===== src/rtl/bmp_frame_arbiter.sv =====
// Frame-granular round-robin arbiter sharing the BMP writer pixel port between two sources.
// Optional stall-timeout abort is compiled in when ARB_TIMEOUT_EN is defined.

module bmp_frame_arbiter #(
  parameter int WIDTH   = 768,
  parameter int HEIGHT  = 512,
  parameter int TIMEOUT = 1024
) (
  input  logic        HCLK,
  input  logic        HRESETn,
  input  logic        s0_valid,
  input  logic [7:0]  s0_r,
  input  logic [7:0]  s0_g,
  input  logic [7:0]  s0_b,
  output logic        s0_ready,
  input  logic        s1_valid,
  input  logic [7:0]  s1_r,
  input  logic [7:0]  s1_g,
  input  logic [7:0]  s1_b,
  output logic        s1_ready,
  input  logic        wr_ready,
  output logic        wr_en,
  output logic [7:0]  wr_r,
  output logic [7:0]  wr_g,
  output logic [7:0]  wr_b,
  output logic [15:0] wr_row,
  output logic [15:0] wr_col,
  output logic        wr_last,
  output logic        wr_src,
  output logic        busy,
  output logic        frame_done,
  output logic        frame_abort
);

  typedef enum logic [1:0] {S_IDLE, S_STREAM, S_DONE} state_t;

  localparam logic [15:0] LAST_COL = 16'(WIDTH - 1);
  localparam logic [15:0] LAST_ROW = 16'(HEIGHT - 1);

  state_t      r_state;
  state_t      w_next_state;
  logic        r_grant;
  logic        r_prio;
  logic [15:0] r_row;
  logic [15:0] r_col;
  logic        r_wr_en;
  logic        r_wr_last;
  logic [7:0]  r_wr_r;
  logic [7:0]  r_wr_g;
  logic [7:0]  r_wr_b;
  logic [15:0] r_wr_row;
  logic [15:0] r_wr_col;

  logic        w_stream;
  logic        w_src_valid;
  logic        w_xfer;
  logic        w_last_px;
  logic        w_timeout;
  logic        w_any_valid;

  assign w_stream    = (r_state == S_STREAM);
  assign w_any_valid = s0_valid || s1_valid;
  assign w_src_valid = r_grant ? s1_valid : s0_valid;
  assign w_xfer      = w_stream && w_src_valid && wr_ready;
  assign w_last_px   = (r_col == LAST_COL) && (r_row == LAST_ROW);

  assign s0_ready = w_stream && !r_grant && wr_ready;
  assign s1_ready = w_stream &&  r_grant && wr_ready;

`ifdef ARB_TIMEOUT_EN
  logic [15:0] r_stall;
  logic        r_abort;

  // Only cycles where the writer could accept but the granted source has nothing count as stall.
  assign w_timeout = w_stream && !w_xfer && (r_stall == 16'(TIMEOUT));

  always_ff @(posedge HCLK or negedge HRESETn) begin
    if (!HRESETn) begin
      r_stall <= '0;
      r_abort <= 1'b0;
    end else begin
      if (!w_stream || w_xfer)
        r_stall <= '0;
      else if (wr_ready)
        r_stall <= r_stall + 16'd1;
      if (w_timeout)
        r_abort <= 1'b1;
      else if (r_state == S_DONE)
        r_abort <= 1'b0;
    end
  end

  assign frame_done  = (r_state == S_DONE) && !r_abort;
  assign frame_abort = (r_state == S_DONE) &&  r_abort;
`else
  assign w_timeout   = 1'b0;
  assign frame_done  = (r_state == S_DONE);
  assign frame_abort = 1'b0;
`endif

  always_ff @(posedge HCLK or negedge HRESETn) begin
    if (!HRESETn)
      r_state <= S_IDLE;
    else
      r_state <= w_next_state;
  end

  always_comb begin
    w_next_state = r_state;
    case (r_state)
      S_IDLE:   if (w_any_valid) w_next_state = S_STREAM;
      S_STREAM: if ((w_xfer && w_last_px) || w_timeout) w_next_state = S_DONE;
      S_DONE:   w_next_state = S_IDLE;
      default:  w_next_state = S_IDLE;
    endcase
  end

  always_ff @(posedge HCLK or negedge HRESETn) begin
    if (!HRESETn) begin
      r_grant   <= 1'b0;
      r_prio    <= 1'b0;
      r_row     <= '0;
      r_col     <= '0;
      r_wr_en   <= 1'b0;
      r_wr_last <= 1'b0;
      r_wr_r    <= '0;
      r_wr_g    <= '0;
      r_wr_b    <= '0;
      r_wr_row  <= '0;
      r_wr_col  <= '0;
    end else begin
      r_wr_en   <= w_xfer;
      r_wr_last <= w_xfer && w_last_px;
      if (w_xfer) begin
        r_wr_r   <= r_grant ? s1_r : s0_r;
        r_wr_g   <= r_grant ? s1_g : s0_g;
        r_wr_b   <= r_grant ? s1_b : s0_b;
        r_wr_row <= r_row;
        r_wr_col <= r_col;
        if (r_col == LAST_COL) begin
          r_col <= '0;
          r_row <= r_row + 16'd1;
        end else begin
          r_col <= r_col + 16'd1;
        end
      end
      // With both requesting, prio picks; a lone requester always wins.
      if (r_state == S_IDLE && w_any_valid)
        r_grant <= (s0_valid && s1_valid) ? r_prio : s1_valid;
      if (r_state == S_DONE) begin
        r_prio <= ~r_grant;
        r_row  <= '0;
        r_col  <= '0;
      end
    end
  end

  assign wr_en   = r_wr_en;
  assign wr_r    = r_wr_r;
  assign wr_g    = r_wr_g;
  assign wr_b    = r_wr_b;
  assign wr_row  = r_wr_row;
  assign wr_col  = r_wr_col;
  assign wr_last = r_wr_last;
  assign wr_src  = r_grant;
  assign busy    = (r_state != S_IDLE);

endmodule


===== config.mk =====
export PLATFORM = sky130hd
export DESIGN_NAME = bmp_frame_arbiter
export DESIGN_NICKNAME = d
export VERILOG_FILES = /design/src/rtl/bmp_frame_arbiter.sv
export SDC_FILE = /design/constraint.sdc
export NUM_CORES = 1
export LEC_CHECK = 0
export CAP_MARGIN = 40
export CORE_MARGIN = 2
export CORE_UTILIZATION = 40
export DETAILED_ROUTE_END_ITERATION = 10
export PLACE_DENSITY = 0.75
export RECOVER_POWER = 50
export SKIP_LAST_GASP = 1
export SYNTH_ARGS = -nofsm -noshare
export SYNTH_HDL_FRONTEND = slang
export SYNTH_SLANG_ARGS = --single-unit

===== constraint.sdc =====
create_clock -name HCLK -period 2.5 [get_ports HCLK]
set_input_delay 0.375 -clock HCLK [delete_from_list [all_inputs] [get_ports HCLK]]
set_output_delay 0.375 -clock HCLK [all_outputs]
set_load 0.05 [all_outputs]

==> metrics, run 1 <==
I/O Pins=117; routed vias/inst=5.25; status=finished clean; hold buffers post-CTS=0; Post-Syn Instances=459; Net Count, Synth=514; Seq cells post-synth=94; largest net degree at the start of global routing=68; antenna-violating nets left=0; hpwl dp=7410 microns; core region area=10400 sq um; sequential fraction of the synthesis area=0.545; Clk Tree Root Cell=clkbuf_8; antenna cells=0; maximum vdd ir drop=0.434 mV; total gr overflow=0; fin crit period=2.20 ns; worst relative slew slack=0.186; Remaining DRCs=0; main combinational cell family by area after synthesis=simple AND/OR/NAND/NOR gates; RSZ-0062 raised after global routing=no; CTS H-Tree Depth=3; CP startpoint kind=input port; setup tns final=0 ns; port buffer count=115; maxcap violations=0; clk sink count=94; yosys warns=0; post-route insts no fill=708; nets=622; Clock Tree Buf Depth=2; worst-case clock skew=0.0135 ns; # setup viols final=0; CP Capture Type=flop; Routed WL=10300 microns; EDFF count, synth=0; CTS tree=yes; top cell type's share of synthesized area=0.545; leading cell types by count after synthesis=138 x nand2_1, 94 x dfrtp_1, 35 x o21ai_0; first drt pass iteration count=4; Req. time, crit path=2.70 ns; Pwr per Cell Area=627 nW/um^2; first-pass GRT wire length=17300 microns; vias in the first global route=3606; post-synthesis mux area share=0.0606; fin. max-slew vios=0; CTS-repair resized insts=0; synthesized cell area=4320 sq um; worst reg-to-reg path cell count=5; Setup Crit Path Kind=input port to flop; Clock Pin Slew Worst Setup and Hold Paths=0.09 ns; simple-gate share of the synthesized area=0.234; Worst-Margin Slew=1.22 ns; Post-synth top flop=dfrtp_1; Cell Area, Placed=5640 sq um; post-synth top area cell=dfrtp_1; Worst Hold Class=input port to asynchronous set/reset pin; Avg Inst Size Synth=9.41 sq um; Final Wtd Congestion=0.833; Post CTS Setup Buffer Count=0; Hold Fails Final Rpt=0; worst skew pair latency=0.35 ns; maximum clock rate=455 MHz; Total GRT Usage=0.186; Initial DRC Count=165; Yosys cell types=38; Pleak=0.00251 uW; Layout area overhead=33.9%; Site Rows=37; most frequent cell after synthesis=nand2_1; Area contributors post-synth=dfrtp_1 54%, nand2_1 12%, mux2i_1 5.8%; initial antenna violation count=0; Inst Count DP=692; layout cells sized above 1=0.0612; Post-Synth XOR/XNOR Area=0; hold slack final=0.252 ns; Post-Synth Adder-Cell Area=0.00580; Compound-Gate Fraction of Synth Area=0.114; Wirelength per Cell=14.5 microns; R2R Path End=r_col[11]; TritonCTS Buffers=9; die height=108 microns; R2R setup slack=0.46 ns; FFs w/ async S/R, synth=1.00; Die Wd=108 microns; Initial Utilization=0.415; Fill cells=944; full die area=11600 sq um; fin crit share=0.878; Max Fanout on Critical Path=67; Worst R2R Start=r_state[1]; crit path DAT=2.39 ns; total power=3630 uW; fin area=5780 sq um; total number of vias=3717
-- power by group --
part | internal [uW] | switching [uW] | total, uW
clock | 363 | 531 | 894
sequential | 1650 | 106 | 1760
combinational | 343 | 629 | 971
total | 2360 | 1270 | 3630
-- registers in the layout, summed over array words and instances, names as in the netlist, 2 cells and up --
| signal | count |
|---|---|
| wr_r | 8 |
| r_col | 16 |
| wr_col | 16 |
| r_row | 16 |
| wr_g | 8 |
| wr_b | 8 |
| r_state | 2 |
| wr_row | 16 |
-- worst max-delay path: stages --
cell and delay (ns):
dlygate4sd3_1 0.59, mux2_1 0.37, nand2_1 0.21, clkbuf_4 0.56, o21ai_0 0.23
-- metal layers --
metal	track usage	up-vias	wire (microns)
met5	0	-	0
met4	0.0522	0	80
met3	0.0642	5	1010
met2	0.289	146	4740
met1	0.249	1750	4460
li1	-	1816	-
-- kinds of logic (layout without fill, tap and decap cells) --
group / Yosys count / count (layout)
other: 1 / 1
buffers and inverters: 38 / 151
DFF: 94 / 94
and+or+nand+nor: 211 / 211
muxes: 26 / 26
AOI/OAI and AO/OA: 87 / 87
adders and majority gates: 2 / 2
-- area by class of cell --
type / instances / area (sq um) / area share
multi-input combinational: 327 / 1790 / 0.309
clock buffer: 9 / 124 / 0.0214
tap: 136 / 170 / 0.0294
sequential: 94 / 2350 / 0.407
inverter: 8 / 30.0 / 0.00519
clock inverter: 7 / 50.0 / 0.00865
timing repair buffer: 127 / 1270 / 0.219
-- stage by stage --
| stage | setup WS, ns | utilization |
|---|---|---|
| 4_1_cts | 0.371 | 0.558 |
| 2_1_floorplan | 0.282 | - |
| 5_1_grt | 0.177 | 0.555 |
| 3_5_place_dp | 0.198 | 0.542 |
| 6_report | 0.304 | 0.555 |
| 3_3_place_gp | 0.251 | 0.542 |
-- worst max path at each step --
| stage | slack, ns | endpoint | startpoint | cells past startpoint |
|---|---|---|---|---|
| floorplan | 0.28 | s0_ready | wr_src | 3 |
| global placement | 0.25 | r_col[11] | wr_ready | 6 |
| detailed placement | 0.20 | r_row[15] | wr_ready | 5 |
| CTS | 0.37 | s0_ready | wr_ready | 4 |
| global route | 0.18 | wr_r[4] | s1_valid | 5 |
| finish | 0.30 | wr_g[3] | s1_valid | 5 |
-- layout by cell type (no fill, tap or decap), types with 9 or more instances in the layout --
| cell | n |
|---|---|
| nand3_1 | 13 |
| clkdlybuf4s50_1 | 107 |
| clkbuf_8 | 9 |
| a21oi_1 | 29 |
| dfrtp_1 | 94 |
| o21ai_0 | 35 |
| mux2i_1 | 25 |
| buf_4 | 9 |
| nand2_1 | 138 |
| o31ai_1 | 20 |
| or4_1 | 19 |
(Power assumes the default switching activity.)
==> run 2, diff against run 1 <==
--- a/config.mk
+++ b/config.mk
@@ -9,6 +9,7 @@
 export CORE_MARGIN = 2
 export CORE_UTILIZATION = 40
 export DETAILED_ROUTE_END_ITERATION = 10
+export GPL_TIMING_DRIVEN = 1
 export PLACE_DENSITY = 0.75
 export RECOVER_POWER = 50
 export SKIP_LAST_GASP = 1
==> results of run 2 <==
No change in the layout: final DEF, timing and power equal those of run 1.
==> run 3, diff against run 2 <==
--- a/config.mk
+++ b/config.mk
@@ -6,7 +6,6 @@
 export NUM_CORES = 1
 export LEC_CHECK = 0
 export CAP_MARGIN = 40
-export CORE_MARGIN = 2
 export CORE_UTILIZATION = 40
 export DETAILED_ROUTE_END_ITERATION = 10
 export GPL_TIMING_DRIVEN = 1
==> constraint.sdc (replaced) <==
create_clock -name HCLK -period 2.5 [get_ports HCLK]
set_input_delay 0.375 -clock HCLK [delete_from_list [all_inputs] [get_ports HCLK]]
set_output_delay 0.375 -clock HCLK [all_outputs]
set_load 0.005 [all_outputs]
==> metrics, run 3 (synthesis results as in run 1) <==
# setup viols final=0 (unchanged); nets=623 (+0.16%); CP max-delay cell=clkdlybuf4s50_1; largest net degree at the start of global routing=68 (unchanged); Worst-Margin Slew=1.61 ns (+0.388 ns); CP startpoint kind=input port; port buffer count=115 (unchanged); Die Wd=106 microns (-1.9%); Pleak=0.00259 uW (+3.0%); Worst R2R Start=wr_src; die height=106 microns (-1.9%); CTS tree=yes; Worst Hold Class=input port to asynchronous set/reset pin; Req. time, crit path=2.12 ns (-0.58 ns); cell mode on critical path=clkdlybuf4s50_1; maximum clock rate=445 MHz (-2.3%); antenna cells=0 (unchanged); grt met3 use=0.0791 (+0.0149); maximum vdd ir drop=0.341 mV (-22%); Cell Chain, Critical Path=clkdlybuf4s50_1 > and3b_1 > nor2b_1 > clkdlybuf4s50_1; fin crit period=2.25 ns (+0.0508 ns); Cell Area, Placed=5620 sq um (-0.35%); initial antenna violation count=0 (unchanged); layout cells sized above 1=0.0558 (-0.00534); vias in the first global route=3617 (+0.31%); total power=3430 uW (-5.3%); hpwl dp=7150 microns (-3.4%); hold slack final=0.407 ns (+0.154 ns); most common cell after layout, fill and taps aside=nand2_1; Final Wtd Congestion=0.809 (-2.8%); status=finished, violations left; worst skew pair latency=0.37 ns (+0.02 ns); Initial Utilization=0.415 (unchanged); full die area=11200 sq um (-3.7%); Site Rows=37 (unchanged); R2R setup slack=0.42 ns (-0.04 ns); Total GRT Usage=0.193 (+0.00657); most frequent cells in the layout=138 x nand2_1, 94 x dfrtp_1, 88 x clkdlybuf4s50_1, 35 x o21ai_0, 29 x a21oi_1; first-pass GRT wire length=17000 microns (-1.4%); R2R Path End=wr_row[15]; CTS-repair resized insts=0 (unchanged); Layout area overhead=34.5%; Clock Pin Slew Worst Setup and Hold Paths=0.08 ns (about the same); failing checks=capacitance limit, slew limit; setup tns final=0 ns (unchanged); met2 Usage GRT=0.296 (+0.00759); crit path DAT=1.87 ns (-0.52 ns); total number of vias=3683 (-0.91%); antenna-violating nets left=0 (unchanged); first drt pass iteration count=4 (unchanged); GR peak layer=met2; maxcap violations=1 (+1); fin area=5810 sq um (+0.39%); Fill cells=928 (-1.7%); met1 usage in global routing=0.248 (-0.000335); fin. max-slew vios=68 (+68); core region area=10400 sq um (unchanged); Max Fanout on Critical Path=6 (-91%); Remaining DRCs=0 (unchanged); Wirelength per Cell=14.2 microns (-2.1%); TritonCTS Buffers=9 (unchanged); fin crit share=0.899 (+0.0203); CP Capture Type=primary output; worst slack, placed=0.224 ns (+0.0263 ns); worst-case clock skew=0.00957 ns (-0.00392 ns); Hold Fails Final Rpt=0 (unchanged); Routed WL=10100 microns (-2.0%); routed vias/inst=5.19 (-1.1%); worst reg-to-reg path cell count=6 (+1); hold buffers post-CTS=0 (unchanged); Pwr per Cell Area=591 nW/um^2 (-5.7%); RSZ-0062 raised after global routing=no; Clk Tree Root Cell=clkbuf_8; CTS H-Tree Depth=3 (unchanged); worst relative slew slack=-0.0727 (-0.259); Post CTS Setup Buffer Count=0 (unchanged); I/O Pins=117 (unchanged); Initial DRC Count=229 (+39%); total gr overflow=0 (unchanged); clk sink count=94 (unchanged); largest stage delay on the critical path=0.53 ns (-0.06 ns); Clock Tree Buf Depth=2 (unchanged); Setup Crit Path Kind=input port to primary output; setup ws final=0.254 ns (-0.0508 ns)
## run 3: cell types whose count changed in the layout (fill, tap and decap cells not counted), moves of 2 or more
cell	change
clkinvlp_4	-3
clkdlybuf4s50_1	-19
bufinv_16	+2
dlygate4sd3_1	+23
buf_12	-3
## run 3: layer usage
metal | vias to the layer above | part of all wire | wire [microns]
met5 | - | 0 | 0
met4 | 0 | 0.015 | 154
met3 | 11 | 0.091 | 915
met2 | 128 | 0.44 | 4480
met1 | 1728 | 0.45 | 4530
li1 | 1816 | - | -
## run 3: worst max-delay path by stage
stage                        start       end  slack (ns)  cells past startpoint
after CTS                 wr_ready  s0_ready        0.27                      4
final                     wr_ready  s0_ready        0.25                      4
after global routing       HRESETn  r_row[6]        0.20                      2
after floorplan           r_col[0]  r_col[5]        0.75                      7
after detailed placement  s1_valid   wr_b[4]        0.22                      5
after global placement    wr_ready  s0_ready        0.25                      4
## run 3: critical path, delay by kind of cell
family,cells,cell delay [ns]
simple gates,2,0.48
buf+inv,2,1.02
## run 3: report_power, final
group,total (uW),switching [uW],internal [uW]
Sequential,1760,105,1650
Combinational,573,247,326
Clock,1100,511,589
Total,3430,863,2570
## run 3: metrics by stage
stage / cells / util
final: 709 / 0.557
after global routing: 709 / 0.557
after CTS: 709 / 0.560
after detailed placement: 693 / 0.540
after global placement: 693 / 0.540
after floorplan: 459 / -
## run 3: layout make-up
cell class | count | area, sq um | area share
inverters | 8 | 30.0 | 0.00517
clock inverters | 4 | 70.1 | 0.0121
multi-input cells | 327 | 1790 | 0.308
repair buffers | 128 | 1250 | 0.215
clock buffers | 12 | 145 | 0.0250
flip-flops and latches | 94 | 2350 | 0.405
well taps | 136 | 170 | 0.0293
